$ cat src/rtl/mp3_pkg.sv
// Shared VS1003 constants and the SCI volume writer state type.
package mp3_pkg;

   localparam logic [7:0]  SCI_OP_WRITE = 8'h02;
   localparam logic [7:0]  SCI_ADDR_VOL = 8'h0B;

   // Volume presets shared with the volume-control block (0x00 = loudest).
   localparam logic [15:0] VOL_MAX      = 16'h0000;
   localparam logic [15:0] VOL_DEFAULT  = 16'h197F;

   typedef enum logic [2:0] {
      IDLE,
      WAIT_DREQ,
      CS_SETUP,
      SHIFT,
      CS_HOLD,
      GAP
   } wr_state_t;

endpackage

$ cat src/rtl/mp3_vol_sci_writer_sync2.sv
// Two-flop synchronizer for asynchronous VS1003 status inputs.
module sync2 (
   input  logic clk,
   input  logic reset,
   input  logic d,
   output logic q
);

   logic meta;

   // Shift the asynchronous input through two flops.
   always_ff @(posedge clk) begin
      if (reset) begin
         meta <= 1'b0;
         q    <= 1'b0;
      end else begin
         meta <= d;
         q    <= meta;
      end
   end

endmodule

$ cat src/rtl/mp3_vol_sci_writer.sv
// Writes SCI_VOL to a VS1003 over SCI whenever vol differs from the last value written.
module mp3_vol_sci_writer
   import mp3_pkg::*;
#(
   parameter int unsigned CLK_DIV = 50
) (
   input  logic        clk,
   input  logic        reset,
   input  logic [15:0] vol,
   input  logic        dreq,
   output logic        xcs,
   output logic        xdcs,
   output logic        sck,
   output logic        mosi,
   output logic        busy,
   output logic        done
);

   localparam int unsigned HW    = $clog2(CLK_DIV);
   localparam logic [HW-1:0] HLAST = HW'(CLK_DIV - 1);

   wr_state_t     state, state_n;
   logic [HW-1:0] hcnt, hcnt_n;
   logic [4:0]    bitcnt, bitcnt_n;
   logic          sck_r, sck_n;
   logic [31:0]   frame, frame_n;
   logic [15:0]   data, data_n;
   logic [15:0]   shadow, shadow_n;
   logic          valid, valid_n;
   logic          dreq_s;
   logic          req;
   logic          hlast;

   sync2 u_sync_dreq (
      .clk   (clk),
      .reset (reset),
      .d     (dreq),
      .q     (dreq_s)
   );

   assign req   = !valid || (shadow != vol);
   assign hlast = (hcnt == HLAST);

   assign sck  = sck_r;
   assign mosi = frame[31];
   assign xcs  = !(state inside {CS_SETUP, SHIFT, CS_HOLD});
   assign xdcs = 1'b1;
   assign done = (state == GAP) && hlast;
   assign busy = !reset && ((state != IDLE) || req);

   // State, counters, shift register and shadow registers.
   always_ff @(posedge clk) begin
      if (reset) begin
         state  <= IDLE;
         hcnt   <= '0;
         bitcnt <= '0;
         sck_r  <= 1'b0;
         frame  <= '0;
         data   <= '0;
         shadow <= '0;
         valid  <= 1'b0;
      end else begin
         state  <= state_n;
         hcnt   <= hcnt_n;
         bitcnt <= bitcnt_n;
         sck_r  <= sck_n;
         frame  <= frame_n;
         data   <= data_n;
         shadow <= shadow_n;
         valid  <= valid_n;
      end
   end

   // Next-state logic; the frame shifts left (zero fill) on each sck fall so mosi idles at 0.
   always_comb begin
      state_n  = state;
      hcnt_n   = hcnt;
      bitcnt_n = bitcnt;
      sck_n    = sck_r;
      frame_n  = frame;
      data_n   = data;
      shadow_n = shadow;
      valid_n  = valid;
      unique case (state)
         IDLE: begin
            if (req) state_n = WAIT_DREQ;
         end
         WAIT_DREQ: begin
            if (dreq_s) begin
               frame_n = {SCI_OP_WRITE, SCI_ADDR_VOL, vol};
               data_n  = vol;
               hcnt_n  = '0;
               state_n = CS_SETUP;
            end
         end
         CS_SETUP: begin
            if (hlast) begin
               hcnt_n   = '0;
               bitcnt_n = '0;
               state_n  = SHIFT;
            end else begin
               hcnt_n = hcnt + 1'b1;
            end
         end
         SHIFT: begin
            if (hlast) begin
               hcnt_n = '0;
               if (!sck_r) begin
                  sck_n = 1'b1;
               end else begin
                  sck_n   = 1'b0;
                  frame_n = {frame[30:0], 1'b0};
                  if (bitcnt == 5'd31) state_n  = CS_HOLD;
                  else                 bitcnt_n = bitcnt + 5'd1;
               end
            end else begin
               hcnt_n = hcnt + 1'b1;
            end
         end
         CS_HOLD: begin
            if (hlast) begin
               hcnt_n   = '0;
               shadow_n = data;
               valid_n  = 1'b1;
               state_n  = GAP;
            end else begin
               hcnt_n = hcnt + 1'b1;
            end
         end
         GAP: begin
            if (hlast) begin
               hcnt_n  = '0;
               state_n = IDLE;
            end else begin
               hcnt_n = hcnt + 1'b1;
            end
         end
         default: state_n = IDLE;
      endcase
   end

endmodule
$ cat config.mk
export PLATFORM = sky130hd
export DESIGN_NAME = mp3_vol_sci_writer
export DESIGN_NICKNAME = d
export VERILOG_FILES = /design/src/rtl/mp3_pkg.sv /design/src/rtl/mp3_vol_sci_writer_sync2.sv /design/src/rtl/mp3_vol_sci_writer.sv
export SDC_FILE = /design/constraint.sdc
export NUM_CORES = 1
export LEC_CHECK = 0
export CORE_MARGIN = 2
export CORE_UTILIZATION = 60
export DETAILED_ROUTE_END_ITERATION = 7
export MAX_ROUTING_LAYER = met4
export PLACE_DENSITY = 0.87
export SLEW_MARGIN = 20
export SYNTH_ARGS = -nofsm -noshare
export SYNTH_HDL_FRONTEND = slang
export SYNTH_SLANG_ARGS = --single-unit
export TNS_END_PERCENT = 5
$ cat constraint.sdc
create_clock -name clk -period 4.6 [get_ports clk]
set_clock_uncertainty 0.15 [all_clocks]
set_input_delay 0.69 -clock clk [delete_from_list [all_inputs] [get_ports clk]]
set_output_delay 0.69 -clock clk [all_outputs]
set_load 0.05 [all_outputs]
==> results.toml <==
[detailed_routing]
first_iter_violations = 220
dr.pass1.iters = 4
ant_nets = 0
vias_per_cell = 5.63
drc = 0
routedWlPerCell_um = 13.9
via_count = 2778
finalWirelength_um = 6870

[sta]
fin_ws_ns = 0.906
min_period_ns = 3.69
relSlewSlack_pct = 29.5
whs_ns = 0.295
clock.fmax_mhz = 271
tns_ns = 0
worstMarginPinSlew_ns = 1.05
rsz0062_at_grt = "no"
hold_viol = 0
setup_violations = 0
period_share_pct = 80.3
slew_viol_final = 0

[setup_path]
slowest_delay_ns = 0.70
critPathArrivalTime_ns = 2.85
crit_type = "primary input to output pin"
critPathLaunchType = "primary input"
end_kind = "output pin"
cp_slowest_cell = "clkdlybuf4s50_1"
critical_path_required_ns = 3.76
path_max_fanout = 3
worstPathCellList = "clkdlybuf4s50_1, xor2_1, nor4_1, nand4_1, nor2_1, nor2_1, clkdlybuf4s50_1"

[synthesis]
syn-instance-count = 409
synth-seq-area-share_pct = 46.8
yosysWarnings = 0
postSynth.asyncResetShare_pct = 0
ys.flop_type = "dfxtp_1"
syn-num-nets = 432
synth.distinct_cells = 45
synth_enable_flop_cells = 0
syn_area_per_cell_um2 = 8.57
ys_seq_elements = 82
netlist_area_um2 = 3500

[floorplan]
pin_count = 25
core.rowCount = 27
die-area_um2 = 6470
die_x_um = 80.4
initial_core_util_pct = 62.9
core_um2 = 5570
die_height_um = 80.4

[clock_tree]
cts_hold_buf = 0
cts_tree = "done"
insertion_delay_ns = 0.35
ctsResizeCount = 0
clk_pin_slew_ns = 0.08
cts_made_buffers = 9
numClockSinks = 82
h-tree-depth = 3
clk_path_buf_depth = 2
cts_root_buf = "clkbuf_8"
cts_setup_buffers = 0

[power_and_ir_drop]
clkPwrFrac_pct = 33.9
ir_drop_uv = 240
leakage_uw = 0.00151
sw_frac_of_total_pct = 28.3
switching_power_uw = 435
p_seq_share_pct = 50.8
p_int_uw = 1100
power.total_uw = 1540
powerDensity_nw_per_um2 = 394
comb_power_share_pct = 15.3

[job]
maxCapViolations = 0

[place]
port_buffers = 23
gp_congestion = 0.797
dp_hpwl_um = 4450
place_worst_setup_slack_ns = 0.895
dpl-instance-area_um2 = 3690

[grt]
grt_remaining_overflow = 0
antenna_found_initial = 0
grt_util_all_layers_pct = 23.6
first_global_vias = 2507
grt_pass1_wl_um = 11400
grt_max_degree = 81

[final_layout]
syn_to_final_growth_pct = 11.2
drive_above_1_share_pct = 6.65
final_nets = 439
antenna_cells = 0
fin_area_um2 = 3900

[worst_hold_path]
worstHoldPathType = "flip-flop to flip-flop"

[run_status]
outcome = "finished, final reports clean"
==> cells in the mapped netlist (5+ instances only) <==
cell	count	area [um2]
mux2i_1	18	180
a21oi_1	31	155
and3_1	5	31.3
buf_2	9	45.0
xnor2_1	6	52.6
nor3_1	10	50.1
a311oi_1	15	131
nand2_1	80	300
nand3_1	14	70.1
xor2_1	18	158
clkbuf_1	14	52.6
dfxtp_1	82	1640
nor2_1	52	195
==> cell type report <==
class	instances	area, um2
multi-input cells	292	1690
fillers	434	1680
flip-flops and latches	82	1640
repair buffers	26	248
clock buffers	10	138
well taps	72	90.1
clock inverters	6	66.3
inverters	5	18.8
==> cell families (layout without fill, tap and decap cells) <==
| logic type | count (synthesis) | after routing | synth area share [%] |
|---|---|---|---|
| other | 1 | 1 | 0.107 |
| and+or+nand+nor | 182 | 182 | 22.8 |
| muxes | 19 | 19 | 5.46 |
| AOI/OAI and AO/OA | 62 | 62 | 12.5 |
| xor gates and xnor gates | 24 | 24 | 6.00 |
| DFF | 82 | 82 | 46.8 |
| adders and majority gates | 4 | 4 | 1.43 |
| buffers and inverters | 35 | 47 | 4.82 |
==> registers in the layout, indices dropped and copies added (netlist names) <==
signal            cells
hcnt                  6
sck                   1
frame                32
state                 3
data                 16
valid                 1
bitcnt                5
u_sync_dreq.q         1
shadow               16
u_sync_dreq.meta      1
==> critical path: cells and delay by family <==
| kind | cells | cell delay, ns |
|---|---|---|
| AND/OR/NAND/NOR | 4 | 0.82 |
| buffers and inverters | 2 | 1.16 |
| XOR/XNOR | 1 | 0.18 |
==> power groups by stage <==
stage | combinational, uW | clock, uW | sequential [uW]
detailed placement | 233 | 0 | 797
global placement | 229 | 0 | 796
finish | 235 | 520 | 781
floorplan | 197 | 0 | 775
CTS | 235 | 530 | 781
global route | 259 | 557 | 787
==> path summary, 6_finish.rpt <==
check / startpoint / cells past startpoint / to / slack (ns)
max: vol[9] / 7 / busy / 0.91
max reg2reg: state[2] / 5 / frame[4] / 1.70
min: u_sync_dreq.meta / 1 / u_sync_dreq.q / 0.29
min reg2reg: u_sync_dreq.meta / 1 / u_sync_dreq.q / 0.29
==> routing by layer <==
| metal | GRT usage [%] | wire, um | up-vias |
|---|---|---|---|
| met5 | - | 0 | - |
| met4 | 10.7 | 122 | 0 |
| met3 | 4.72 | 320 | 10 |
| met2 | 35.8 | 3260 | 56 |
| met1 | 30.8 | 3170 | 1314 |
| li1 | - | - | 1398 |
==> cell usage in the layout (no fill, tap or decap), types with 5 or more instances in the layout <==
cell,n
clkdlybuf4s50_1,22
xor2_1,18
nand3_1,14
nor2_1,52
and3_1,5
a311oi_1,15
xnor2_1,6
mux2i_1,18
dfxtp_1,82
clkbuf_8,10
nand2_1,80
nor3_1,10
a21oi_1,31
==> through the flow <==
step | instances | utilization (%)
finish | 493 | 69.9
global route | 493 | 69.9
CTS | 493 | 69.9
detailed placement | 477 | 66.2
global placement | 477 | 66.2
floorplan | 409 | -
Power figures use the tool's default switching activity.
